`config.mk`:
```
export PLATFORM = sky130hd
export DESIGN_NAME = and_tree_scoreboard_flat
export DESIGN_NICKNAME = d
export VERILOG_FILES = /design/src/rtl/and_tree_scoreboard_pkg.sv /design/src/rtl/and_tree_scoreboard_if.sv /design/src/rtl/and_tree_scoreboard_sat_counter.sv /design/src/rtl/and_tree_scoreboard.sv /design/src/flat_wrapper.sv
export SDC_FILE = /design/constraint.sdc
export NUM_CORES = 1
export LEC_CHECK = 0
export BUFFER_PORTS_ARGS = -buffer_cell sky130_fd_sc_hd__buf_4
export CORE_MARGIN = 2
export CORE_UTILIZATION = 51
export DETAILED_ROUTE_END_ITERATION = 8
export PLACE_DENSITY = 0.86
export SLEW_MARGIN = 20
export SYNTH_ARGS = -nofsm -noshare
export SYNTH_HDL_FRONTEND = slang
export SYNTH_SLANG_ARGS = --single-unit
```
`constraint.sdc`:
```
create_clock -name clk -period 3.1 [get_ports clk]
set_input_delay 0.155 -clock clk [delete_from_list [all_inputs] [get_ports clk]]
set_output_delay 0.155 -clock clk [all_outputs]
set_load 0.01 [all_outputs]
```
`src/rtl/and_tree_scoreboard_pkg.sv`:
```
// rtl/and_tree_scoreboard_pkg.sv - shared FSM encodings and compare helper for the tree scoreboards
package and_tree_scoreboard_pkg;

    typedef enum logic [1:0] {
        ST_IDLE   = 2'd0,
        ST_WAIT   = 2'd1,
        ST_STABLE = 2'd2
    } state_t;

    // An unknown on either operand must never count as agreement.
    function automatic logic is_match(input logic a, input logic b);
        return ((a ^ b) === 1'b0);
    endfunction

endpackage

```
`src/rtl/and_tree_scoreboard_if.sv`:
```
// rtl/and_tree_scoreboard_if.sv - stimulus/observation bundle between the cosim regs and the scoreboard
interface and_tree_scoreboard_if #(
    parameter int N_IN  = 4,
    parameter int CNT_W = 16,
    parameter int LAT_W = 8
);
    logic [N_IN-1:0]  in_vec;
    logic             z;
    logic             busy;
    logic             pass_pulse;
    logic             fail_pulse;
    logic             glitch;
    logic [CNT_W-1:0] pass_count;
    logic [CNT_W-1:0] fail_count;
    logic [LAT_W-1:0] last_lat;
    logic [LAT_W-1:0] max_lat;

    modport master (
        output in_vec, z,
        input  busy, pass_pulse, fail_pulse, glitch,
        input  pass_count, fail_count, last_lat, max_lat
    );

    modport slave (
        input  in_vec, z,
        output busy, pass_pulse, fail_pulse, glitch,
        output pass_count, fail_count, last_lat, max_lat
    );
endinterface

```
`src/rtl/and_tree_scoreboard_sat_counter.sv`:
```
// rtl/and_tree_scoreboard_sat_counter.sv - saturating event counter with synchronous clear
module sat_counter #(
    parameter int W = 16
) (
    input  logic         clk,
    input  logic         clr,
    input  logic         inc,
    output logic [W-1:0] q
);
    always_ff @(posedge clk) begin
        if (clr) begin
            q <= '0;
        end else if (inc && (q != {W{1'b1}})) begin
            q <= q + 1'b1;
        end
    end
endmodule

```
`src/rtl/and_tree_scoreboard.sv`:
```
// rtl/and_tree_scoreboard.sv - checks z against &in_vec, measuring settle latency and flagging timeouts/glitches
module and_tree_scoreboard
    import and_tree_scoreboard_pkg::*;
#(
    parameter int N_IN       = 4,
    parameter int TIMEOUT    = 64,
    parameter int STABLE_CYC = 2,
    parameter int CNT_W      = 16,
    parameter int LAT_W      = 8
) (
    input  logic                  clk,
    input  logic                  rst,
    and_tree_scoreboard_if.slave  bus
);
    localparam int STAB_W = $clog2(STABLE_CYC + 1);

    state_t            state;
    logic              primed;
    logic [N_IN-1:0]   prev_in;
    logic              exp_z;
    logic [LAT_W-1:0]  timer;
    logic [LAT_W-1:0]  match_lat;
    logic [STAB_W-1:0] stab;

    logic              chg;
    logic              match;
    logic              timed_out;
    logic              pass_now;
    logic              fail_now;
    logic [LAT_W-1:0]  pass_lat;
    logic [LAT_W-1:0]  timer_inc;

    // !== so that an unknown bit on in_vec is treated as a change.
    assign chg       = primed && ((bus.in_vec ^ prev_in) !== '0);
    assign match     = is_match(bus.z, exp_z);
    assign timed_out = (timer >= LAT_W'(TIMEOUT - 1));
    assign timer_inc = (timer == {LAT_W{1'b1}}) ? timer : timer + 1'b1;

    always_comb begin
        pass_now = 1'b0;
        fail_now = 1'b0;
        pass_lat = match_lat;
        case (state)
            ST_IDLE: begin
                fail_now = primed && !chg && !match;
            end
            ST_WAIT: begin
                pass_lat = timer;
                if (match) pass_now = (STABLE_CYC == 1);
                else       fail_now = timed_out;
            end
            ST_STABLE: begin
                pass_now = match && (stab == STAB_W'(STABLE_CYC - 1));
                fail_now = !pass_now && timed_out;
            end
            default: ;
        endcase
    end

    always_ff @(posedge clk) begin
        if (rst) begin
            state          <= ST_IDLE;
            primed         <= 1'b0;
            prev_in        <= '0;
            exp_z          <= 1'b0;
            timer          <= '0;
            match_lat      <= '0;
            stab           <= '0;
            bus.busy       <= 1'b0;
            bus.pass_pulse <= 1'b0;
            bus.fail_pulse <= 1'b0;
            bus.glitch     <= 1'b0;
            bus.last_lat   <= '0;
            bus.max_lat    <= '0;
        end else begin
            primed         <= 1'b1;
            prev_in        <= bus.in_vec;
            bus.pass_pulse <= pass_now;
            bus.fail_pulse <= fail_now;
            if (pass_now) begin
                bus.last_lat <= pass_lat;
                if (pass_lat > bus.max_lat) bus.max_lat <= pass_lat;
            end
            if (state == ST_IDLE && fail_now) bus.glitch <= 1'b1;

            // A change restarts the check even if a decision was just issued.
            if (!primed || chg) begin
                exp_z    <= &bus.in_vec;
                timer    <= '0;
                stab     <= '0;
                state    <= ST_WAIT;
                bus.busy <= 1'b1;
            end else begin
                case (state)
                    ST_WAIT: begin
                        timer <= timer_inc;
                        if (pass_now || fail_now) begin
                            state    <= ST_IDLE;
                            bus.busy <= 1'b0;
                        end else if (match) begin
                            match_lat <= timer;
                            stab      <= STAB_W'(1);
                            state     <= ST_STABLE;
                        end
                    end
                    ST_STABLE: begin
                        timer <= timer_inc;
                        if (pass_now || fail_now) begin
                            state    <= ST_IDLE;
                            bus.busy <= 1'b0;
                        end else if (match) begin
                            stab <= stab + 1'b1;
                        end else begin
                            state <= ST_WAIT;
                        end
                    end
                    default: ;
                endcase
            end
        end
    end

    sat_counter #(.W(CNT_W)) u_pass_cnt (
        .clk (clk),
        .clr (rst),
        .inc (pass_now),
        .q   (bus.pass_count)
    );

    sat_counter #(.W(CNT_W)) u_fail_cnt (
        .clk (clk),
        .clr (rst),
        .inc (fail_now),
        .q   (bus.fail_count)
    );
endmodule

```
`src/flat_wrapper.sv`:
```
// flat-port wrapper written by rule: the top's interface ports become plain ports
module and_tree_scoreboard_flat import and_tree_scoreboard_pkg::*;
#(
    parameter int N_IN       = 4,
    parameter int TIMEOUT    = 64,
    parameter int STABLE_CYC = 2,
    parameter int CNT_W      = 16,
    parameter int LAT_W      = 8
)
  (clk, rst, bus_in_vec, bus_z, bus_busy, bus_pass_pulse, bus_fail_pulse, bus_glitch, bus_pass_count, bus_fail_count, bus_last_lat, bus_max_lat);
  and_tree_scoreboard_if #(.N_IN(N_IN), .CNT_W(CNT_W), .LAT_W(LAT_W)) bus_i ();
  input  logic clk;
  input  logic rst;
  input wire logic [$bits(bus_i.in_vec)-1:0] bus_in_vec;
  input wire logic [$bits(bus_i.z)-1:0] bus_z;
  output wire logic [$bits(bus_i.busy)-1:0] bus_busy;
  output wire logic [$bits(bus_i.pass_pulse)-1:0] bus_pass_pulse;
  output wire logic [$bits(bus_i.fail_pulse)-1:0] bus_fail_pulse;
  output wire logic [$bits(bus_i.glitch)-1:0] bus_glitch;
  output wire logic [$bits(bus_i.pass_count)-1:0] bus_pass_count;
  output wire logic [$bits(bus_i.fail_count)-1:0] bus_fail_count;
  output wire logic [$bits(bus_i.last_lat)-1:0] bus_last_lat;
  output wire logic [$bits(bus_i.max_lat)-1:0] bus_max_lat;
  assign bus_i.in_vec = bus_in_vec;
  assign bus_i.z = bus_z;
  assign bus_busy = bus_i.busy;
  assign bus_pass_pulse = bus_i.pass_pulse;
  assign bus_fail_pulse = bus_i.fail_pulse;
  assign bus_glitch = bus_i.glitch;
  assign bus_pass_count = bus_i.pass_count;
  assign bus_fail_count = bus_i.fail_count;
  assign bus_last_lat = bus_i.last_lat;
  assign bus_max_lat = bus_i.max_lat;
  and_tree_scoreboard #(.N_IN(N_IN), .TIMEOUT(TIMEOUT), .STABLE_CYC(STABLE_CYC), .CNT_W(CNT_W), .LAT_W(LAT_W)) u_core (.clk(clk), .rst(rst), .bus(bus_i));
endmodule
```
-- Word-level counts from Yosys, hierarchy flattened
Index checks and enable logic that the tools add are counted.
- output and inout port bits: 52
- bits in registers: 78
- word-level logic and storage cells: 91
- equality and inequality tests: 16
- magnitude comparators: 2
- reduce and logical (&&, ||, !) cells: 29
- bitwise operators: 5
- add/subtract/negate cells: 4
- multiplexer cells: 19
- operators by type and width (operator ; number):
    $add A16 B1 Y16 const B ; 2
    $ne A16 B16 Y1 const B ; 2
    $mux W2 ; 8
    $add A8 B1 Y8 const B ; 1
    $eq A8 B8 Y1 const B ; 1
    $ge A8 B6 Y1 const B ; 1
    $gt A8 B8 Y1 ; 1
    $logic_and A1 B1 Y1 ; 8
    $mux W8 ; 1
    $pmux W2 S2 ; 2
    $reduce_and A4 Y1 ; 2
    $mux W1 ; 7
    $reduce_and A2 Y1 ; 3
    $reduce_and A3 Y1 ; 2
    $reduce_bool A2 Y1 ; 3
    $reduce_and A5 Y1 ; 1
    $eq A2 B1 Y1 const B ; 2
    $logic_not A1 Y1 ; 4
    $ne A2 B1 Y1 const B ; 2
    $ne A2 B2 Y1 const B ; 2
    $ne A4 B1 Y1 const B ; 1
    $ne A4 B4 Y1 const B ; 1
    $nex A4 B1 Y1 const B ; 1
    $reduce_or A2 Y1 ; 2
    12 further kinds ; 15

-- Depth between registers and ports, before layout
Gate-level depths: netlist (run 1).
- word-level depth: 11
- gate-level depth with buffers: 11
- mapped depth without buffers: 10

-- Cells and area by module
A second synthesis (run 1) with hierarchy kept.
- cell total of the unflattened synthesis: 449
- area, all modules: 3928.8 um^2
- by module, submodules not included (module ; times used ; cells each ; sequential area each (um^2) ; area each (um^2)):
    and_tree_scoreboard ; 1 ; 251 ; 920.9 ; 2232.1
    sat_counter ; 2 ; 99 ; 320.3 ; 848.3

-- Worst setup path before layout (run 1)
No wires, ideal clock.
- path kind: reg2reg
- start: reg u_core.state[1]
- end: reg u_core.bus.max_lat[0]
- cell stages (with the launch flop): 12
- arrival time: 2.738 ns
- setup time: 0.134 ns
- path slack: 0.228 ns
- clock period less this slack: 2.872 ns
- cells stage by stage: dfxtp_1 > inv_1 > ha_1 > clkbuf_1 > mux2_2 > ha_1 > nor2b_1 > o21a_1 > o21a_1 > o21bai_1 > a21o_1 > a211oi_1
- word-level cells in the longest chain between the ends: 4
- elaborated cells on any way between the ends: 6
- classes of those cells: 1 x order compare; 2 x eq/ne; 2 x mux; 1 x reduce/logical
- RTL lines (what ; RTL line ; source):
    from (decl) ; and_tree_scoreboard.sv:17 ; state_t state;
    from (signal assigned) ; and_tree_scoreboard.sv:62 ; state <= ST_IDLE;
    from (signal assigned) ; and_tree_scoreboard.sv:91 ; state <= ST_WAIT;
    from (signal assigned) ; and_tree_scoreboard.sv:98 ; state <= ST_IDLE;
    $eq A2 B1 Y1 ; and_tree_scoreboard.sv:43 ; case (state)
    $mux W8 ; and_tree_scoreboard.sv:43 ;
    via u_core.pass_lat[1] ; and_tree_scoreboard.sv:30 ; logic [LAT_W-1:0] pass_lat;
    $gt A8 B8 Y1 ; and_tree_scoreboard.sv:82 ; if (pass_lat > bus.max_lat) bus.max_lat <= pass_lat;
    $reduce_and A2 Y1 (no source line) ; - ;
    to (signal assigned) ; and_tree_scoreboard.sv:82 ;
    to (decl) ; and_tree_scoreboard_if.sv:27 ; output pass_count, fail_count, last_lat, max_lat
The timed path passes the listed nets, and every way through them passes these cells.
A chain may end at the register's enable or synchronous reset.

-- Final worst setup path (run 1)
- start: reg u_core.state[1]
- end: reg u_core.bus.max_lat[6]
The elaborated chain is that of the path after synthesis.

==> run metrics, run 1 <==
outcome finished, final reports clean; root cell of the clock tree clkbuf_8; R2R cell count 10; P&R area growth vs syn 19.14%; # nets final 509; gpl congestion 0.8930; startpoint of the worst setup timing path u_core.state[1]; CTS buffer count 9; Top-Level Pins 59; Synth Flop Type dfxtp_1; first-pass GRT wire length 13330 um; largest net degree at the start of global routing 64; Synth area leader dfxtp_1; Hold WC Path Type input pin to flop; post-synth top area share 0.4170; fraction of layout cells with a size suffix above 1 0.1898; post-synthesis cell type count 52; number of global-route vias before repair 2965; dpl ws 362.2 ps; antenna viol nets, final 0; critical path type flop to flop; final setup TNS 0 ps; DRT Wirelength 8161 um; average size of a mapped cell 8.729 um^2; Ant. Diodes 0; Post-synth EDFFs 0; RSZ-0062 raised after global routing false; Die H 89.69 um; Clock Latency Late Sink 350 ps; critical path arrival 2940 ps; Post-synth ARST share 0; core area 7176 um^2; CTS Sinks 78; effective utilization at floorplan 0.5219; clock network fraction of total power 0.415; fmax 365.0 MHz; count leader, synth dfxtp_1; Final Max Tran Viols 0; initial antenna violation count 0; Final Critical Period 2740 ps; Max Cap Viol 0; chip width 89.69 um; CTS tree built; drt wl/cell 13.86 um; Slew headroom 0.5679; combinational share of power 0.039; P_int 1425 uW; DRC viols 0; final worst-path cycle share 0.8839; 1st-pass router iterations 4; flops & latches, synth 78; Startpoint Class flop; post-CTS setup buffer count 0; fin worst setup slack 359.9 ps; Slew @ Worst Pin 648.2 ps; GRT Util Overall 0.2123; Peak VDD IR 0.3167 mV; Worst Min Path Start bus_in_vec[3]; clk_skew 13.42 ps; Vias/cell 5.564; Synth Net Count 452; Final Hold Viols 0; clk slew on worst S/H paths 90 ps; required time worst endpoint 3300 ps; Syn. warnings 0; # setup viols final 0; Bufs on Longest Clock Path 2; PwrDens 414.9 nW/um^2; Hold-fix buffers, CTS 0; die area 8044 um^2; row count 31; grt ovf 0; Vias 3277; # fillers 617; Iter 0 DRT Violations 163; Worst R2R Start u_core.state[1]; Pleak 0.001743 uW; Switch Pwr 425.6 uW; Seq pwr share 0.546; Mapped Area 3745 um^2; dpl hpwl 5822 um; htree depth 3; worst-path fanout max 8; Multi-input gate area 2013 um^2; top cells by count, synth dfxtp_1, nor2_1, nand2_1; sequential-to-total area share from yosys stat 0.4170; Area contributors post-synth dfxtp_1, nor2_1, ha_1; hold path depth 2; sw frac 0.2299; FF/Latch Area 1562 um^2; PostCTS Resize Cnt 0; CP endpoint kind flop; Cells after Synth 429; Port Buffers 58
## registers in the layout, summed over array words and instances (netlist names)
name and flops:
u_core.u_fail_cnt.q 16, u_core.u_pass_cnt.q 16, u_core.bus.last_lat 8, u_core.bus.max_lat 8, u_core.match_lat 8, u_core.timer 8
u_core.prev_in 4, u_core.stab 2, u_core.state 2, u_core.bus.busy 1, u_core.bus.fail_pulse 1, u_core.bus.glitch 1
u_core.bus.pass_pulse 1, u_core.exp_z 1, u_core.primed 1
## final cells by class
type / instances / area share
multi-input cells: 311 / 0.4512
well taps: 99 / 0.02776
clock buffers: 10 / 0.03085
inverters: 21 / 0.01767
flip-flops and latches: 78 / 0.3500
repair buffers: 65 / 0.1094
clock inverters: 5 / 0.01318
## logic make-up after synthesis
| logic type | Yosys count | synth area share |
|---|---|---|
| buffers and inverters | 40 | 0.04544 |
| XOR/XNOR | 27 | 0.06515 |
| adder cells (fa/ha/maj) | 16 | 0.05346 |
| AO/OA/AOI/OAI | 76 | 0.1360 |
| flip-flops | 78 | 0.4170 |
| AND/OR/NAND/NOR | 172 | 0.2265 |
| multiplexers | 20 | 0.05647 |
## worst paths after layout
path	slack (ps)	end
worst min register to register	490	u_core.bus.glitch
worst max-delay path	360	u_core.bus.max_lat[6]
worst max register to register	360	u_core.bus.max_lat[6]
worst min-delay path	50	u_core.prev_in[3]
## power by group through the flow
stage | Clock (uW) | Combinational (uW) | Sequential [uW]
after CTS | 779 | 71.5 | 1010
after global routing | 819 | 79.0 | 1010
after floorplan | 0 | 50.0 | 1030
final | 768 | 72.0 | 1010
after detailed placement | 0 | 70.9 | 1030
after global placement | 0 | 69.9 | 1030
## stage by stage
stage,total power (uW),area [um^2],instances,hold WS (ps),util
2_1_floorplan,1085,3745,429,283.2,-
3_3_place_gp,1104,4265,574,397.2,0.5944
3_5_place_dp,1106,4265,574,407.7,0.5944
4_1_cts,1862,4462,589,37.38,0.6218
5_1_grt,1910,4462,589,32.16,0.6218
6_report,1851,4462,589,48.66,0.6218
## cells in the final DEF (no fill, tap or decap), types with 5 or more instances in the layout
cell,instances
clkbuf_8,10
or3_1,10
a21oi_1,19
xor2_1,13
a211oi_1,18
mux2_2,8
inv_1,21
nor2b_1,7
buf_4,65
dfxtp_1,78
nand4_1,10
or4_1,5
nand2_1,22
o31ai_1,5
mux2i_1,11
nor2_1,57
nor3_1,19
o21ai_0,11
nand3_1,18
o21a_1,6
and3_1,9
xnor2_1,13
ha_1,16
## critical path, stage by stage, from the launching register on
cell      delay [ps]
dfxtp_1          350
inv_1            100
ha_1             220
mux2_2           390
ha_1             300
nor2b_1          140
o21a_1           160
o21a_1           160
o21bai_1         330
a21o_1           330
a211oi_1         120
## metal layers
layer	vias to the layer above	GRT usage	wire (um)
li1	1624	-	-
met1	1548	0.2812	3746
met2	98	0.3349	3910
met3	7	0.03931	422
met4	0	0.1004	82
met5	-	0	0
Power figures use the tool's default switching activity.
==> inputs of run 2 (changes only) <==
--- a/config.mk
+++ b/config.mk
@@ -5,9 +5,10 @@
 export SDC_FILE = /design/constraint.sdc
 export NUM_CORES = 1
 export LEC_CHECK = 0
+export ABC_AREA = 1
 export BUFFER_PORTS_ARGS = -buffer_cell sky130_fd_sc_hd__buf_4
 export CORE_MARGIN = 2
-export CORE_UTILIZATION = 51
+export CORE_UTILIZATION = 52
 export DETAILED_ROUTE_END_ITERATION = 8
 export PLACE_DENSITY = 0.86
 export SLEW_MARGIN = 20
==> run metrics, run 2 <==
outcome finished, final reports clean; first-pass GRT wire length 15490 um (+16%); Syn. warnings 0 (unchanged); Synth Flop Type dfxtp_1; final setup TNS 0 ps (unchanged); met3 usage 0.03143 (-0.007879); count leader, synth nand2_1; Ant. Diodes 0 (unchanged); Mapped Area 4133 um^2 (+10%); Buf/Inv on CP 2 (+1); Post-synth EDFFs 0 (unchanged); Max Cap Viol 0 (unchanged); DRC viols 0 (unchanged); Hold WC Path Type input pin to flop; dpl ws 317.0 ps (-45.19 ps); Final Hold Viols 0 (unchanged); Final Max Tran Viols 0 (unchanged); clk slew on worst S/H paths 90 ps (about the same); CTS tree built; CP max stage delay 360 ps (-30 ps); M1 GR Usage 0.2792 (-0.001950); die area 8677 um^2 (+7.9%); effective utilization at floorplan 0.5348 (+0.01293); Port Buffers 58 (unchanged); FF/Latch Area 1562 um^2 (unchanged); # fillers 662 (+7.3%); clk_skew 12.15 ps (-1.271 ps); Peak VDD IR 0.2940 mV (-7.2%); post-synth top area share 0.3778 (-0.03913); Pleak 0.002035 uW (+17%); grt ovf 0 (unchanged); Post-synth ARST share 0 (unchanged); critical path cell sequence inv_1 > ha_2 > o21ai_0 > ha_1 > a21oi_1 > nor2_1 > a211oi_1 > o21ai_0 > nand2_1 > inv_2 > nand2_1 > a21oi_1; Tot Pwr 2059 uW (+11%); Final Critical Period 2626 ps (-114.2 ps); gpl congestion 0.8738 (-2.2%); Synth area leader dfxtp_1; worst-path fanout max 19 (+11); Slowest cell on crit path dfxtp_1; # nets final 640 (+26%); sequential-to-total area share from yosys stat 0.3778 (-0.03913); root cell of the clock tree clkbuf_8; most frequent cells in the layout nand2_1, dfxtp_1, inv_1; Startpoint Class flop; CTS buffer count 9 (unchanged); flops & latches, synth 78 (unchanged); Bufs on Longest Clock Path 2 (unchanged); fin worst setup slack 474.2 ps (+114.2 ps); antenna viol nets, final 0 (unchanged); RSZ-0062 raised after global routing false; critical path type flop to flop; CP endpoint kind flop; CTS Sinks 78 (unchanged); Slew headroom 0.3564 (-0.2115); met2 Usage GRT 0.3720 (+0.03709); Final Util 0.6278 (+0.005957); # setup viols final 0 (unchanged); average size of a mapped cell 7.341 um^2 (-16%); row count 32 (+3.2%); final worst-path cycle share 0.8470 (-0.03685); initial antenna violation count 0 (unchanged); number of global-route vias before repair 3526 (+19%); Multi-input gate area 2151 um^2 (+6.8%); fmax 380.8 MHz (+4.4%); Largest regs u_core.u_fail_cnt.q: 16 flops, u_core.u_pass_cnt.q: 16 flops; fraction of layout cells with a size suffix above 1 0.2170 (+0.02725); Hold-fix buffers, CTS 0 (unchanged); largest net degree at the start of global routing 36 (-44%); top cells by count, synth nand2_1, dfxtp_1, inv_1; dpl hpwl 6463 um (+11%); chip width 93.15 um (+3.9%); required time worst endpoint 3320 ps (+20 ps); P&R area growth vs syn 17.38%; htree depth 3 (unchanged); busiest layer in global routing met2; post-synthesis cell type count 44 (-15%); Iter 0 DRT Violations 169 (+3.7%); Vias 3844 (+17%); Synth Net Count 586 (+30%); commonest non-fill, non-tap cell in the layout nand2_1; core area 7727 um^2 (+7.7%); critical path arrival 2850 ps (-90 ps); CP delay by family, top compound AO/OA/AOI/OAI gates; Clock Latency Late Sink 350 ps (about the same); Top-Level Pins 59 (unchanged); 1st-pass router iterations 5 (+1); Vias/cell 5.309 (-4.6%); GRT Util Overall 0.2181 (+0.005803); PwrDens 424.4 nW/um^2 (+2.3%); Area contributors post-synth dfxtp_1, nand2_1, inv_1; Cells after Synth 563 (+31%); drt wl/cell 12.46 um (-10%); Die H 93.15 um (+3.9%); DRT Wirelength 9019 um (+11%); Slew @ Worst Pin 964.3 ps (+316.1 ps)
==> run 2: cells by family (layout without fill, tap and decap cells) <==
| logic type | Yosys count | in the layout | share of synthesized area |
|---|---|---|---|
| AOI/OAI and AO/OA | 120 | 120 | 0.1656 |
| xor gates and xnor gates | 12 | 12 | 0.02543 |
| adders and majority gates | 16 | 16 | 0.04844 |
| buffers and inverters | 100 | 159 | 0.1023 |
| DFF | 78 | 78 | 0.3778 |
| and+or+nand+nor | 237 | 237 | 0.2804 |
==> run 2: stage by stage <==
step	area, um^2	cells	hold WS (ps)
floorplan	4133	563	238.6
global placement	4592	708	389.5
detailed placement	4592	708	394.9
CTS	4848	724	35.08
global route	4851	724	52.02
finish	4851	724	44.06
==> run 2: report_power, final <==
part	internal, uW	total [uW]	switching [uW]
Sequential	1010	1010	4.16
Combinational	28.3	86.0	57.7
Clock	579	960	381
==> run 2: routing by layer <==
| layer | vias to the layer above | wire length (um) |
|---|---|---|
| met4 | 0 | 178 |
| met2 | 103 | 4285 |
| met1 | 1787 | 4212 |
| met3 | 20 | 343 |
| li1 | 1934 | - |
| met5 | - | 0 |
==> run 2: final timing paths <==
path,startpoint,end,slack (ps),depth (start not counted)
max,u_core.state[1],u_core.bus.max_lat[2],470,12
min,bus_in_vec[1],u_core.prev_in[1],40,3
max reg2reg,u_core.state[1],u_core.bus.max_lat[2],470,12
min reg2reg,u_core.match_lat[0],u_core.match_lat[0],450,2
==> run 2: timing repair <==
item / CTS / global route
endpoints found under the hold margin: 0 / 0
resized for setup: 0 / 1
endpoints found under the setup margin: 0 / 6
buffers inserted: 0 / 0
==> run 2: tightest hold or removal path, cell delays in order <==
cell and delay (ps):
buf_4 100, inv_1 30, nor2_1 60
==> run 2: layout make-up <==
class | count | area share
clock inverter | 5 | 0.02167
multi-input combinational | 385 | 0.4434
timing repair buffer | 58 | 0.08976
tap | 102 | 0.02631
sequential | 78 | 0.3219
inverter | 85 | 0.06577
clock buffer | 11 | 0.03121
==> inputs of run 3 (changes only) <==
==> constraint.sdc (replaced) <==
create_clock -name clk -period 2.35 [get_ports clk]
set_input_delay 0.1175 -clock clk [delete_from_list [all_inputs] [get_ports clk]]
set_output_delay 0.1175 -clock clk [all_outputs]
set_load 0.01 [all_outputs]
==> run metrics, run 3 (synthesis gave the netlist of run 2 again) <==
outcome finished, final reports clean; first-pass GRT wire length 15720 um (+1.5%); combinational share of power 0.049 (+0.007); initial antenna violation count 0 (unchanged); Startpoint Class flop; Iter 0 DRT Violations 194 (+15%); critical path type flop to flop; effective utilization at floorplan 0.5348 (unchanged); CTS tree built; Top-Level Pins 59 (unchanged); Peak VDD IR 0.3070 mV (+4.4%); dpl hpwl 6823 um (+5.6%); Largest regs u_core.u_fail_cnt.q: 16 flops, u_core.u_pass_cnt.q: 16 flops; row count 32 (unchanged); P&R area growth vs syn 20.35%; Vias 3950 (+2.8%); Final Max Tran Viols 0 (unchanged); Multi-input gate area 2185 um^2 (+1.6%); Port Buffers 58 (unchanged); Vias/cell 5.331 (+0.40%); dpl ws -66.64 ps (-383.6 ps); Die H 93.15 um (unchanged); sw frac 0.2275 (+0.01234); startpoint of the worst setup timing path u_core.state[1]; fmax 458.7 MHz (+20%); CTS Sinks 78 (unchanged); # fillers 636 (-3.9%); clk slew on worst S/H paths 80 ps (about the same); gpl congestion 0.9145 (+4.7%); wire length on met3 572 um (+67%); drt wl/cell 12.84 um (+3.1%); Cell Area, Placed 4697 um^2 (+2.3%); Hold WC Path Type input pin to flop; antenna viol nets, final 0 (unchanged); top sig layer met4; fraction of layout cells with a size suffix above 1 0.2457 (+0.02865); die area 8677 um^2 (unchanged); number of global-route vias before repair 3637 (+3.1%); Ant. Diodes 0 (unchanged); core area 7727 um^2 (unchanged); worst-path fanout max 16 (-3); Max Cap Viol 0 (unchanged); PwrDens 512.2 nW/um^2 (+21%); chip width 93.15 um (unchanged); Clock Latency Late Sink 350 ps (about the same); clk_skew 13.77 ps (+1.622 ps); Slew @ Worst Pin 934.3 ps (-30.02 ps); DRC viols 0 (unchanged); Final Critical Period 2180 ps (-445.9 ps); Bufs on Longest Clock Path 2 (unchanged); Pleak 0.002121 uW (+4.2%); design area 4974 um^2 (+2.5%); largest net degree at the start of global routing 36 (unchanged); CTS buffer count 9 (unchanged); Slew headroom 0.3765 (+0.02004); # setup viols final 0 (unchanged); 1st-pass router iterations 5 (unchanged); CP endpoint kind flop; Final Util 0.6436 (+0.01587); critical path arrival 2410 ps (-440 ps); Final Hold Viols 0 (unchanged); htree depth 3 (unchanged); Metal-1 WL 4198 um (-0.33%); Seq pwr share 0.524 (+0.032); Worst Min Path Start bus_in_vec[0]; GRT Util Overall 0.2223 (+0.004219); worst hold slack 17.22 ps (-26.85 ps); fin worst setup slack 170.0 ps (-304.1 ps); FF/Latch Area 1563 um^2 (about the same); commonest non-fill, non-tap cell in the layout nand2_1; clock network fraction of total power 0.426 (-0.040); root cell of the clock tree clkbuf_8; Worst R2R Start u_core.state[1]; met2 routed WL 4571 um (+6.7%); DRT Wirelength 9515 um (+5.5%); required time worst endpoint 2580 ps (-740 ps); grt ovf 0 (unchanged); Switch Pwr 579.7 uW (+31%); final worst-path cycle share 0.9276 (+0.08060); P_int 1968 uW (+22%); most frequent cells in the layout nand2_1, dfxtp_1, inv_1; # nets final 657 (+2.7%)
[run 3: cell count changes in the layout (fill, tap and decap cells not counted), moves of 2 or more]
cell        previous run  this run
clkbuf_8              11         9
buf_4                 58        71
o21ai_2                1         4
clkinvlp_4             2         0
ha_4                   0         2
o21ai_1                9        14
clkinv_2               0         4
o21ai_0               36        28
[run 3: worst max-delay path: stages (launching register included)]
cell and delay, ps:
dfxtp_2 360, inv_2 70, ha_4 180, clkbuf_4 170, buf_4 150, or2_4 230, nand2_1 60, nand2_1 60
o21ai_2 60, nand2_2 90, nand2_4 90, nand3_2 230, o21ai_0 250, a21oi_1 60
[run 3: through the flow]
step	std cells	power, uW	TNS (ps)
final	741	2548	0
after global routing	741	2650	-5.459
after CTS	739	2552	0
after detailed placement	722	1483	-304.6
after global placement	722	1479	0
after floorplan	563	1450	0
[run 3: final cells by class]
type / count / share of cell area
multi-input combinational: 385 / 0.4392
sequential: 78 / 0.3142
timing repair buffer: 75 / 0.1140
inverter: 85 / 0.06415
tap: 102 / 0.02566
clock buffer: 9 / 0.02491
clock inverter: 7 / 0.01786
[run 3: path summary, 6_finish.rpt]
check | to | slack, ps | depth (start not counted)
worst max-delay path | u_core.match_lat[3] | 170 | 13
worst min-delay path | u_core.prev_in[0] | 20 | 3
worst max register to register | u_core.match_lat[3] | 170 | 13
worst min register to register | u_core.match_lat[0] | 450 | 2
[run 3: per-layer routing]
layer  GRT usage  up-vias
met4     0.08211        0
li1            -     1967
met3     0.04996       19
met1      0.2756     1821
met2      0.3780      143
met5           0        -
[run 3: repair_timing]
item | in CTS | in global routing
hold endpoints to repair | 1 | 0
pin swaps | 0 | 3
resized for setup | 1 | 16
hold buffers | 1 | 0
setup buffers | 0 | 2
endpoints found under the setup margin | 8 | 11
[run 3: power by group through the flow]
stage / Clock [uW] / Combinational (uW) / Sequential, uW
detailed placement: 0 / 117 / 1370
global route: 1170 / 142 / 1340
finish: 1090 / 126 / 1340
floorplan: 0 / 83.4 / 1370
CTS: 1100 / 119 / 1340
global placement: 0 / 113 / 1370
